`config.mk`:
```
export PLATFORM = sky130hd
export DESIGN_NAME = cardinal_nic_port
export DESIGN_NICKNAME = d
export VERILOG_FILES = /design/src/rtl/cardinal_pkg.sv /design/src/rtl/cardinal_vc_fifo.sv /design/src/rtl/cardinal_nic_port.sv
export SDC_FILE = /design/constraint.sdc
export NUM_CORES = 1
export LEC_CHECK = 0
export CORE_ASPECT_RATIO = 1.5
export CORE_MARGIN = 2
export CORE_UTILIZATION = 25
export CTS_CLUSTER_DIAMETER = 120
export DETAILED_ROUTE_END_ITERATION = 7
export DONT_BUFFER_PORTS = 1
export GPL_ROUTABILITY_DRIVEN = 1
export SLEW_MARGIN = 20
export SYNTH_ARGS = -nofsm -noshare
export SYNTH_HDL_FRONTEND = slang
export SYNTH_SLANG_ARGS = --single-unit
```
`constraint.sdc`:
```
create_clock -name clk -period 6.3 [get_ports clk]
set_input_delay 0.945 -clock clk [delete_from_list [all_inputs] [get_ports clk]]
set_output_delay 0.945 -clock clk [all_outputs]
set_load 0.02 [all_outputs]
```
`src/rtl/cardinal_pkg.sv`:
```
// cardinal_pkg: shared constants for the router-side NIC link endpoint.
// Revision: 1.0
`default_nettype none

package cardinal_pkg;
    localparam int DATA_W = 64;
    localparam int VC_BIT = DATA_W - 1;
    localparam logic VC_EVEN = 1'b0;
    localparam logic VC_ODD  = 1'b1;

    // Processor-side NIC register map, kept here so both link ends agree.
    localparam logic [1:0] NIC_ADDR_IN_BUF     = 2'b00;
    localparam logic [1:0] NIC_ADDR_IN_STATUS  = 2'b01;
    localparam logic [1:0] NIC_ADDR_OUT_BUF    = 2'b10;
    localparam logic [1:0] NIC_ADDR_OUT_STATUS = 2'b11;
endpackage

`default_nettype wire

```
`src/rtl/cardinal_vc_fifo.sv`:
```
// cardinal_vc_fifo: single virtual-channel FIFO with wrap-bit pointers.
// Revision: 1.0
`default_nettype none

module cardinal_vc_fifo
    import cardinal_pkg::*;
#(
    parameter int DATA_W = 64,
    parameter int DEPTH  = 2
) (
    input  logic              clk,
    input  logic              rst_n,
    input  logic              i_push,
    input  logic [DATA_W-1:0] i_din,
    input  logic              i_pop,
    output logic              o_full,
    output logic              o_empty,
    output logic [DATA_W-1:0] o_head
);
    localparam int AW = $clog2(DEPTH);
    localparam int PW = AW + 1;
    localparam int IW = (AW > 0) ? AW : 1;

    logic [PW-1:0]     r_wr;
    logic [PW-1:0]     r_rd;
    logic [IW-1:0]     w_wr_idx;
    logic [IW-1:0]     w_rd_idx;
    logic [DATA_W-1:0] r_mem [DEPTH];
    logic              w_do_push;
    logic              w_do_pop;

    generate
        if (DEPTH == 1) begin : g_single
            assign w_wr_idx = '0;
            assign w_rd_idx = '0;
        end else begin : g_multi
            assign w_wr_idx = r_wr[IW-1:0];
            assign w_rd_idx = r_rd[IW-1:0];
        end
    endgenerate

    // Full when only the wrap bit differs between the pointers.
    assign o_full    = ((r_wr ^ r_rd) == PW'(DEPTH));
    assign o_empty   = (r_wr == r_rd);
    assign o_head    = r_mem[w_rd_idx];
    assign w_do_push = i_push & ~o_full;
    assign w_do_pop  = i_pop & ~o_empty;

    always_ff @(posedge clk or negedge rst_n) begin
        if (!rst_n) begin
            r_wr <= '0;
            r_rd <= '0;
        end else begin
            if (w_do_push) r_wr <= r_wr + 1'b1;
            if (w_do_pop)  r_rd <= r_rd + 1'b1;
        end
    end

    always_ff @(posedge clk) begin
        if (w_do_push) r_mem[w_wr_idx] <= i_din;
    end
endmodule

`default_nettype wire

```
`src/rtl/cardinal_nic_port.sv`:
```
// cardinal_nic_port: router-side NIC link endpoint with even/odd VC buffers per direction.
// Revision: 1.0
`default_nettype none

module cardinal_nic_port
    import cardinal_pkg::*;
#(
    parameter int DATA_W = 64,
    parameter int DEPTH  = 2
) (
    input  logic              clk,
    input  logic              reset,
    output logic              net_polarity,
    input  logic              net_so,
    output logic              net_ro,
    input  logic [DATA_W-1:0] net_do,
    output logic              net_si,
    input  logic              net_ri,
    output logic [DATA_W-1:0] net_di,
    output logic              ing_so,
    input  logic              ing_ro,
    output logic [DATA_W-1:0] ing_do,
    input  logic              egr_si,
    output logic [1:0]        egr_ri,
    input  logic [DATA_W-1:0] egr_di
);
    localparam int VCB = DATA_W - 1;

    logic              r_pol;
    logic              r_rr;
    logic              r_si;
    logic [DATA_W-1:0] r_di;

    logic [1:0]        w_ing_push, w_ing_pop, w_ing_full, w_ing_empty;
    logic [1:0]        w_egr_push, w_egr_pop, w_egr_full, w_egr_empty;
    logic [DATA_W-1:0] w_ing_head [2];
    logic [DATA_W-1:0] w_egr_head [2];
    logic              w_sel;
    logic              w_egr_send;

    generate
        for (genvar v = 0; v < 2; v++) begin : g_vc
            // Arrivals are pushed unconditionally; the FIFO itself drops on full.
            assign w_ing_push[v] = net_so & (net_do[VCB] == 1'(v));
            assign w_ing_pop[v]  = ing_so & ing_ro & (w_sel == 1'(v));
            assign w_egr_push[v] = egr_si & (egr_di[VCB] == 1'(v)) & ~w_egr_full[v];
            assign w_egr_pop[v]  = w_egr_send & (r_pol == 1'(v));

            cardinal_vc_fifo #(.DATA_W(DATA_W), .DEPTH(DEPTH)) u_ing (
                .clk     (clk),
                .rst_n   (reset),
                .i_push  (w_ing_push[v]),
                .i_din   (net_do),
                .i_pop   (w_ing_pop[v]),
                .o_full  (w_ing_full[v]),
                .o_empty (w_ing_empty[v]),
                .o_head  (w_ing_head[v])
            );

            cardinal_vc_fifo #(.DATA_W(DATA_W), .DEPTH(DEPTH)) u_egr (
                .clk     (clk),
                .rst_n   (reset),
                .i_push  (w_egr_push[v]),
                .i_din   (egr_di),
                .i_pop   (w_egr_pop[v]),
                .o_full  (w_egr_full[v]),
                .o_empty (w_egr_empty[v]),
                .o_head  (w_egr_head[v])
            );
        end
    endgenerate

    // With both VCs pending, serve the one not served last.
    always_comb begin
        w_sel = VC_EVEN;
        if (!w_ing_empty[0] && !w_ing_empty[1]) begin
            w_sel = ~r_rr;
        end else if (!w_ing_empty[1]) begin
            w_sel = VC_ODD;
        end
    end

    assign ing_so       = ~(w_ing_empty[0] & w_ing_empty[1]);
    assign ing_do       = w_ing_head[w_sel];
    assign net_ro       = ~w_ing_full[r_pol];
    assign egr_ri       = ~w_egr_full;
    assign net_polarity = r_pol;
    assign net_si       = r_si;
    assign net_di       = r_di;

    // The ~r_si term leaves a gap cycle so the NIC's net_ri can drop after an accept.
    assign w_egr_send = net_ri & ~r_si & ~w_egr_empty[r_pol];

    always_ff @(posedge clk or negedge reset) begin
        if (!reset) begin
            r_pol <= 1'b0;
            r_rr  <= 1'b0;
            r_si  <= 1'b0;
            r_di  <= '0;
        end else begin
            r_pol <= ~r_pol;
            if (ing_so && ing_ro) r_rr <= w_sel;
            if (w_egr_send) begin
                r_si <= 1'b1;
                r_di <= w_egr_head[r_pol];
            end else begin
                r_si <= 1'b0;
            end
        end
    end
endmodule

`default_nettype wire

```
==> run_results.csv, run 1 <==
group,metric,value,unit
synth,synth_edf_count,512,
synth,ys_warn_count,0,
layout,seqCellArea,17500,µm²
critical_path,rr_worst_depth,5,
clock_tree,cts_buffer_depth,3,
drt,firstDrtPassIters,4,
synth,async_flop_share,13.9,%
sta,whs,0.254,ns
layout,syn_to_final_growth,14.1,%
layout,multi_input_area,4680,µm²
clock_tree,path_clk_slew,0.07,ns
floorplanning,core_area,89000,µm²
synth,synthCells,1184,
synth,syn_nets,1318,
global_routing,grt.overflow.total,0,
placed_design,hpwl,31.6,mm
layout,finalInstanceArea,25700,µm²
sta,slew_viol_final,0,
clock_tree,cts-htree-levels,2,
drt,highest_layer,"met4",
synth,synth_most_common_cell,"edfxtp_1",
critical_path,worstPathArrival,3.73,ns
floorplanning,rows,134,
synth,yosys.area.top_type,"edfxtp_1",
status,status,"finished clean",
layout,layout.cells.non_filler,2403,
drt,drt_iter0_drc,575,
synth,yosysTopAreaCellShare,68.3,%
floorplanning,start_util,25.3,%
sta,post-route-period-util,74.3,%
synth,yosysSeqAreaShare,77.5,%
layout,nFillCells,8674,
global_routing,grt_max_degree,84,
clock_tree,clkLatencyLatePin,0.62,ns
placed_design,dpl.cell_count,2294,
synth,synth_top_flop_cell,"edfxtp_1",
placed_design,place_congestion,0.748,
critical_path,critical_path.endpoint_type,"output port",
placed_design,preCtsSetupSlack,2.10,ns
critical_path,start_kind,"flip-flop",
sta,fmax,214,MHz
drt,drt.antenna.violating_nets,0,
clock_tree,cts.sinks,595,
drt,wl_met1,18.4,mm
critical_path,crit_type,"flip-flop to output port",
global_routing,antenna_found_initial,0,
hold_path,hold_path.class,"input pin to asynchronous set/reset pin",
drt,drt_wl_total,50.7,mm
sta,slew_headroom,33.0,%
drt,wl_per_cell,21.1,µm
sta,fin_tns_setup,0,ns
placed_design,portBuffers,0,
placed_design,dpl-instance-area,23800,µm²
critical_path,cp.required,5.35,ns
floorplanning,pin_count,268,
synth,synth.avg_cell_area,19.0,µm²
floorplanning,die_h,371,µm
synth,synth.area.top_cells,"edfxtp_1 (68%), mux2i_1 (14%), dfrtp_1 (9.2%)",
clock_tree,cts.repair.resized,0,
floorplanning,die_w,249,µm
synth,synth.distinct_cells,35,
synth,synth_commonest_cells,"edfxtp_1 (512), mux2i_1 (320), dfrtp_1 (83)",
global_routing,grt_pass1_vias,11221,
layout,drive_gt1_share,11.2,%
sta,rsz0062_at_grt,"false",
synth,synth_area,22500,µm²
critical_path,critPathMaxFanout,45,
layout,final_nets,1332,
sta,fin_ws,1.62,ns
sta,min_period,4.68,ns
drt,wl_met3,5.99,mm
flow_run,max_cap_violations,0,
drt,routed-via-count,10483,
drt,met2WireLength,25.2,mm
sta,skew,0.0281,ns
floorplanning,die_area,92500,µm²
global_routing,grt_pass1_wl,74.3,mm
power,ir_drop,0.450,mV
clock_tree,cts_made_buffers,57,
sta,finalHoldViolCount,0,
drt,remaining_drc_errors,0,
global_routing,grtUsageTotal,10.7,%
power,p_per_area,512,nW/µm²
power,power_leakage,9.02,nW
sta,tightest_slew,1.01,ns
sta,setup_viol,0,
layout,diodes,0,
synth,synth-seq-cells,595,
clock_tree,cts-root-buf,"clkbuf_16",
clock_tree,cts_tree,"built",
drt,via_per_inst,4.36,
==> flip-flops by register name (all words and copies together) (netlist names) <==
name	count
g_vc.u_egr.r_rd	4
g_vc.u_egr.r_wr	4
g_vc.u_ing.r_mem	256
net_polarity	1
g_vc.u_egr.r_mem	256
r_rr	1
net_di	64
net_si	1
g_vc.u_ing.r_rd	4
g_vc.u_ing.r_wr	4
==> per-layer routing <==
metal	track usage (%)	up-vias
met5	0	-
met4	3.09	0
met3	5.74	76
met2	18.9	334
met1	11.0	5343
li1	-	4730
==> worst paths after layout <==
| path | startpoint | endpoint | slack (ns) |
|---|---|---|---|
| worst min register to register | g_vc[0].u_ing.r_rd[1] | g_vc[0].u_ing.r_rd[1] | 0.49 |
| worst max register to register | g_vc[0].u_egr.r_rd[0] | g_vc[0].u_egr.r_mem[1][26] | 2.91 |
| worst max-delay path | g_vc[0].u_ing.r_rd[0] | ing_do[7] | 1.62 |
| min in group clk | egr_di[25] | g_vc[1].u_egr.r_mem[0][25] | 0.41 |
| max in group asynchronous | reset | g_vc[1].u_egr.r_rd[0] | 5.58 |
| worst min-delay path | reset | g_vc[0].u_ing.r_wr[0] | 0.25 |
==> cell type report <==
class	count	area share [%]
clock inverter	29	0.926
timing repair buffer	22	0.877
tap	1156	5.63
multi-input combinational	516	18.2
clock buffer	79	6.20
sequential	595	68.0
inverter	6	0.0975
==> through the flow <==
stage,util [%],total power [mW]
2_1_floorplan,-,9.06
3_3_place_gp,26.7,9.89
3_5_place_dp,26.8,10.0
4_1_cts,28.8,13.4
5_1_grt,28.8,13.8
6_report,28.8,13.2
==> placed cells by master, fill, tap and decap left out, types with 5 or more instances in the layout <==
cell	Yosys	final
buf_4	8	19
mux2i_1	320	320
edfxtp_1	512	512
o21ai_0	6	6
inv_6	0	5
clkbuf_1	15	16
clkbuf_16	0	59
o221ai_1	54	54
nand2_1	8	8
clkinv_2	0	12
xnor2_1	10	10
clkinvlp_4	0	5
nand3_1	66	66
xor2_1	11	11
o221ai_2	10	10
dfrtp_1	83	79
==> logic make-up (layout without fill, tap and decap cells) <==
family / after synthesis / after routing / synth area share [%]
xor+xnor: 22 / 22 / 0.889
flops: 595 / 595 / 77.5
compound gates: 78 / 78 / 3.19
buf+inv: 73 / 136 / 1.90
simple gates: 96 / 96 / 2.25
mux: 320 / 320 / 14.2
==> where the power goes <==
part	switching (mW)	internal [mW]	leakage (nW)
sequential	0.887	5.18	5.69
combinational	2.46	1.31	2.45
clock	1.46	1.86	0.888
total	4.81	8.35	9.02
==> what timing repair did <==
action	4_1_cts	5_1_grt
hold buffers	1	0
endpoints found under the hold margin	83	0
setup buffers	0	0
==> critical path, stage by stage, from the launching register on <==
cell     delay [ns]
dfrtp_4        0.75
xor2_1         0.36
o21ai_2        0.14
nand2_4        0.65
buf_4          0.47
mux2i_1        0.67
Power figures use the tool's default switching activity.
==> inputs of run 2 (changes only) <==
Clock period 6.3 ns to 4.4 ns, I/O delays scaled along.
==> run_results.csv, run 2 (synthesis results as in run 1) <==
group,metric,value,unit
floorplanning,die_h,371,µm
drt,remaining_drc_errors,0,
clock_tree,ctsHoldBuffers,2,
sta,rsz0062_at_grt,"false",
placed_design,hpwl,32.1,mm
critical_path,r2r-start,"g_vc[0].u_egr.r_wr[1]",
clock_tree,cts.repair.resized,0,
clock_tree,postCtsSetupBuffers,0,
global_routing,grt_pass1_vias,11126,
critical_path,critical_path.endpoint_type,"output port",
layout,seqCellArea,17500,µm²
drt,via_per_inst,4.41,
critical_path,start_kind,"flip-flop",
hold_path,hold_path.class,"input pin to flip-flop",
sta,tightest_slew,1.06,ns
clock_tree,cts-root-buf,"clkbuf_16",
clock_tree,cts_tree,"built",
critical_path,crit_start,"g_vc[1].u_ing.r_rd[0]",
floorplanning,rows,134,
clock_tree,cts-htree-levels,2,
layout,multi_input_area,4690,µm²
layout,drive_gt1_share,12.0,%
critical_path,regToRegSetupSlack,1.49,ns
clock_tree,cts_buffer_depth,3,
critical_path,worstPathArrival,3.08,ns
layout,layout_commonest_cell,"edfxtp_1",
power,p_per_area,745,nW/µm²
layout,final_util,29.1,%
global_routing,grt_pass1_wl,74.6,mm
placed_design,portBuffers,0,
sta,whs,0.129,ns
floorplanning,start_util,25.3,%
layout,layout.cells.non_filler,2402,
placed_design,dpl-instance-area,23900,µm²
global_routing,antenna_found_initial,1,
global_routing,grt_max_degree,121,
drt,drt_iter0_drc,553,
drt,wl_per_cell,21.2,µm
sta,setup_viol,0,
drt,drt_wl_total,51.0,mm
layout,syn_to_final_growth,15.1,%
sta,slew_viol_final,0,
clock_tree,clkLatencyLatePin,0.62,ns
sta,min_period,3.74,ns
critical_path,cpMaxStageDelayCell,"dfrtp_4",
hold_path,hold_start,"egr_di[22]",
critical_path,critPathMaxFanout,53,
floorplanning,die_area,92500,µm²
status,status,"finished clean",
floorplanning,pin_count,268,
critical_path,max_stage_delay,0.81,ns
floorplanning,core_area,89000,µm²
placed_design,dpl.cell_count,2295,
sta,fin_tns_setup,0,ns
power,ir_drop,0.486,mV
clock_tree,path_clk_slew,0.07,ns
drt,routed-via-count,10595,
layout,diodes,0,
drt,firstDrtPassIters,4,
critical_path,cp_cell_sequence,"xnor2_2 > nand2b_1 > nand2_4 > buf_12 > mux2i_1",
critical_path,cp.required,3.74,ns
global_routing,grtUsageTotal,10.8,%
layout,nFillCells,8684,
drt,drt.antenna.violating_nets,0,
sta,post-route-period-util,85.1,%
sta,fmax,267,MHz
layout,final_cell_mix,"edfxtp_1 (512), mux2i_1 (319), dfrtp_1 (79)",
clock_tree,cts.sinks,595,
power,power_leakage,9.13,nW
global_routing,grt.overflow.total,0,
layout,final_nets,1334,
sta,finalHoldViolCount,0,
sta,slew_headroom,29.6,%
critical_path,path_buf_inv,1,
critical_path,cp_top_family,"flip-flops",
layout,finalInstanceArea,25900,µm²
sta,skew,0.0177,ns
floorplanning,die_w,249,µm
flow_run,max_cap_violations,0,
placed_design,place_congestion,0.749,
clock_tree,cts_made_buffers,57,
critical_path,crit_type,"flip-flop to output port",
[run 2: cell count changes in the layout (fill, tap and decap cells not counted), moves of 2 or more]
cell	before	now
clkinv_4	1	3
buf_16	3	1
clkbuf_8	4	1
buf_4	19	15
buf_12	0	7
clkbuf_1	16	5
bufinv_16	2	10
[run 2: report_power, final]
| part | total (mW) | switching, mW | internal (mW) |
|---|---|---|---|
| Sequential | 8.43 | 1.02 | 7.41 |
| Clock | 5.20 | 2.14 | 3.06 |
| Combinational | 5.68 | 3.75 | 1.93 |
| Total | 19.3 | 6.91 | 12.4 |
[run 2: layout make-up]
| cell class | count | share of cell area, % |
|---|---|---|
| inverter | 6 | 0.0966 |
| tap | 1156 | 5.58 |
| clock inverter | 40 | 1.90 |
| clock buffer | 65 | 5.82 |
| timing repair buffer | 24 | 1.12 |
| multi-input combinational | 516 | 18.1 |
| sequential | 595 | 67.4 |
[run 2: final timing paths]
check | to | depth (start not counted)
min in group asynchronous | g_vc[0].u_ing.r_wr[1] | 2
max in group asynchronous | g_vc[0].u_egr.r_rd[0] | 2
worst min register to register | g_vc[1].u_ing.r_wr[1] | 1
worst max-delay path | ing_do[12] | 5
worst max register to register | g_vc[0].u_egr.r_mem[1][19] | 5
worst min-delay path | g_vc[1].u_egr.r_mem[1][22] | 0
[run 2: per-stage QoR]
stage                     worst slack, ns  total power [mW]
after detailed placement             1.26              14.4
after global routing                0.465              20.3
final                               0.656              19.3
after floorplan                     0.122              13.0
after CTS                           0.555              19.7
after global placement               1.28              14.2
[run 2: routing by layer]
layer	vias up	wire (µm)	GRT usage (%)
li1	4722	-	-
met1	5401	18000	11.1
met2	386	24900	18.6
met4	2	1380	3.29
met3	84	6700	6.10
met5	-	7	0
==> inputs of run 3 (changes only) <==
Clock period 4.4 ns to 3.85 ns, I/O delays scaled along.
==> run_results.csv, run 3 (synthesis results as in run 1) <==
group,metric,value,unit
critical_path,r2r-start,"g_vc[1].u_egr.r_rd[0]",
clock_tree,ctsHoldBuffers,72,
power,ir_drop,0.522,mV
critical_path,regToRegSetupSlack,1.11,ns
sta,slew_viol_final,0,
sta,tightest_slew,1.06,ns
floorplanning,pin_count,268,
global_routing,grt_max_degree,84,
placed_design,portBuffers,0,
layout,final_nets,1459,
global_routing,antenna_found_initial,6,
clock_tree,cts-root-buf,"clkbuf_16",
hold_path,hold_path.class,"input pin to flip-flop",
clock_tree,cts.sinks,595,
sta,fin_tns_setup,0,ns
drt,drt.antenna.violating_nets,0,
clock_tree,cts-htree-levels,2,
layout,drive_gt1_share,14.1,%
power,p_per_area,849,nW/µm²
floorplanning,die_w,249,µm
sta,rsz0062_at_grt,"false",
layout,syn_to_final_growth,19.5,%
critical_path,timing.rr.end,"g_vc[1].u_egr.r_mem[1][21]",
layout,finalInstanceArea,26900,µm²
floorplanning,die_area,92500,µm²
drt,wl_per_cell,20.4,µm
global_routing,grt_pass1_wl,76.1,mm
clock_tree,cts_made_buffers,56,
drt,drt_wl_total,51.7,mm
clock_tree,clkLatencyLatePin,0.63,ns
drt,routed-via-count,11189,
floorplanning,rows,134,
critical_path,worstPathArrival,2.85,ns
hold_path,worstHoldEndpoint,"g_vc[0].u_egr.r_mem[1][56]",
critical_path,max_stage_delay,0.76,ns
sta,post-route-period-util,89.0,%
drt,drt_iter0_drc,488,
drt,remaining_drc_errors,0,
clock_tree,postCtsSetupBuffers,0,
critical_path,crit_top_cell,"buf_4",
power,total_power,22.8,mW
layout,layout_commonest_cell,"edfxtp_1",
critical_path,crit_type,"flip-flop to output port",
global_routing,grt_pass1_vias,12049,
floorplanning,core_area,89000,µm²
sta,setup_viol,0,
sta,min_period,3.43,ns
clock_tree,path_clk_slew,0.07,ns
clock_tree,cts.repair.resized,0,
flow_run,max_cap_violations,0,
sta,skew,0.0206,ns
sta,fmax,292,MHz
placed_design,hpwl,30.9,mm
layout,final_cell_mix,"edfxtp_1 (512), mux2i_1 (320), dfrtp_1 (79)",
critical_path,cp.required,3.27,ns
critical_path,critPathMaxFanout,46,
sta,slew_headroom,29.3,%
placed_design,preCtsSetupSlack,1.00,ns
global_routing,grt.overflow.total,0,
critical_path,path_buf_inv,3,
drt,firstDrtPassIters,4,
power,power_leakage,9.62,nW
hold_path,hold_start,"egr_di[56]",
clock_tree,cts_tree,"built",
sta,fin_ws,0.423,ns
placed_design,dpl-instance-area,24300,µm²
hold_path,whs_path_depth,0,
floorplanning,start_util,25.3,%
critical_path,cp_top_family,"buffers and inverters",
critical_path,critical_path.endpoint_type,"output port",
drt,via_per_inst,4.42,
clock_tree,cts_buffer_depth,3,
sta,finalHoldViolCount,0,
placed_design,place_congestion,0.696,
floorplanning,die_h,371,µm
critical_path,start_kind,"flip-flop",
critical_path,rr_worst_depth,4,
global_routing,grtUsageTotal,11.0,%
status,status,"finished clean",
critical_path,cpMaxStageDelayCell,"buf_4",
critical_path,cp_cell_sequence,"buf_4 > buf_4 > mux2i_1 > mux2i_1 > buf_4",
==> run 3: area by class of cell <==
type / count / area (µm²)
antenna: 2 / 5.00
clock buffer: 76 / 1530
clock inverter: 29 / 350
fill: 8746 / 62100
inverter: 6 / 23.8
multi-input combinational: 516 / 4680
sequential: 595 / 17500
tap: 1156 / 1450
timing repair buffer: 150 / 1400
==> run 3: per-stage QoR <==
stage	std cells	util, %	hold WS (ns)
final	2530	30.2	0.0544
after global routing	2530	30.2	0.00456
after CTS	2528	30.2	0.0000572
after detailed placement	2351	27.3	0.284
after global placement	2351	27.3	0.285
after floorplan	1184	-	0.282
==> run 3: routing by layer <==
metal / part of all wire [%] / vias to the layer above / global-route usage, %
met2: 48 / 381 / 18.8
met3: 10 / 86 / 4.88
met5: 0.093 / - / 0
li1: - / 4976 / -
met1: 39 / 5738 / 12.2
met4: 2.5 / 8 / 3.47
==> run 3: power breakdown <==
part / internal, mW / switching [mW]
clock: 3.21 / 2.44
combinational: 2.95 / 4.58
sequential: 8.47 / 1.17
==> run 3: how the worst max path moves through the flow <==
stage / end / slack, ns / cells after the start / start
global route: ing_do[7] / 0.24 / 6 / g_vc[0].u_ing.r_wr[0]
CTS: ing_do[60] / 0.30 / 5 / g_vc[0].u_ing.r_rd[0]
detailed placement: ing_do[60] / 1.00 / 5 / g_vc[0].u_ing.r_rd[0]
finish: ing_do[58] / 0.42 / 5 / g_vc[0].u_ing.r_rd[0]
floorplan: g_vc[0].u_egr.r_mem[0][0] / 0.63 / 5 / g_vc[0].u_egr.r_rd[0]
global placement: ing_do[60] / 1.00 / 5 / g_vc[0].u_ing.r_rd[0]
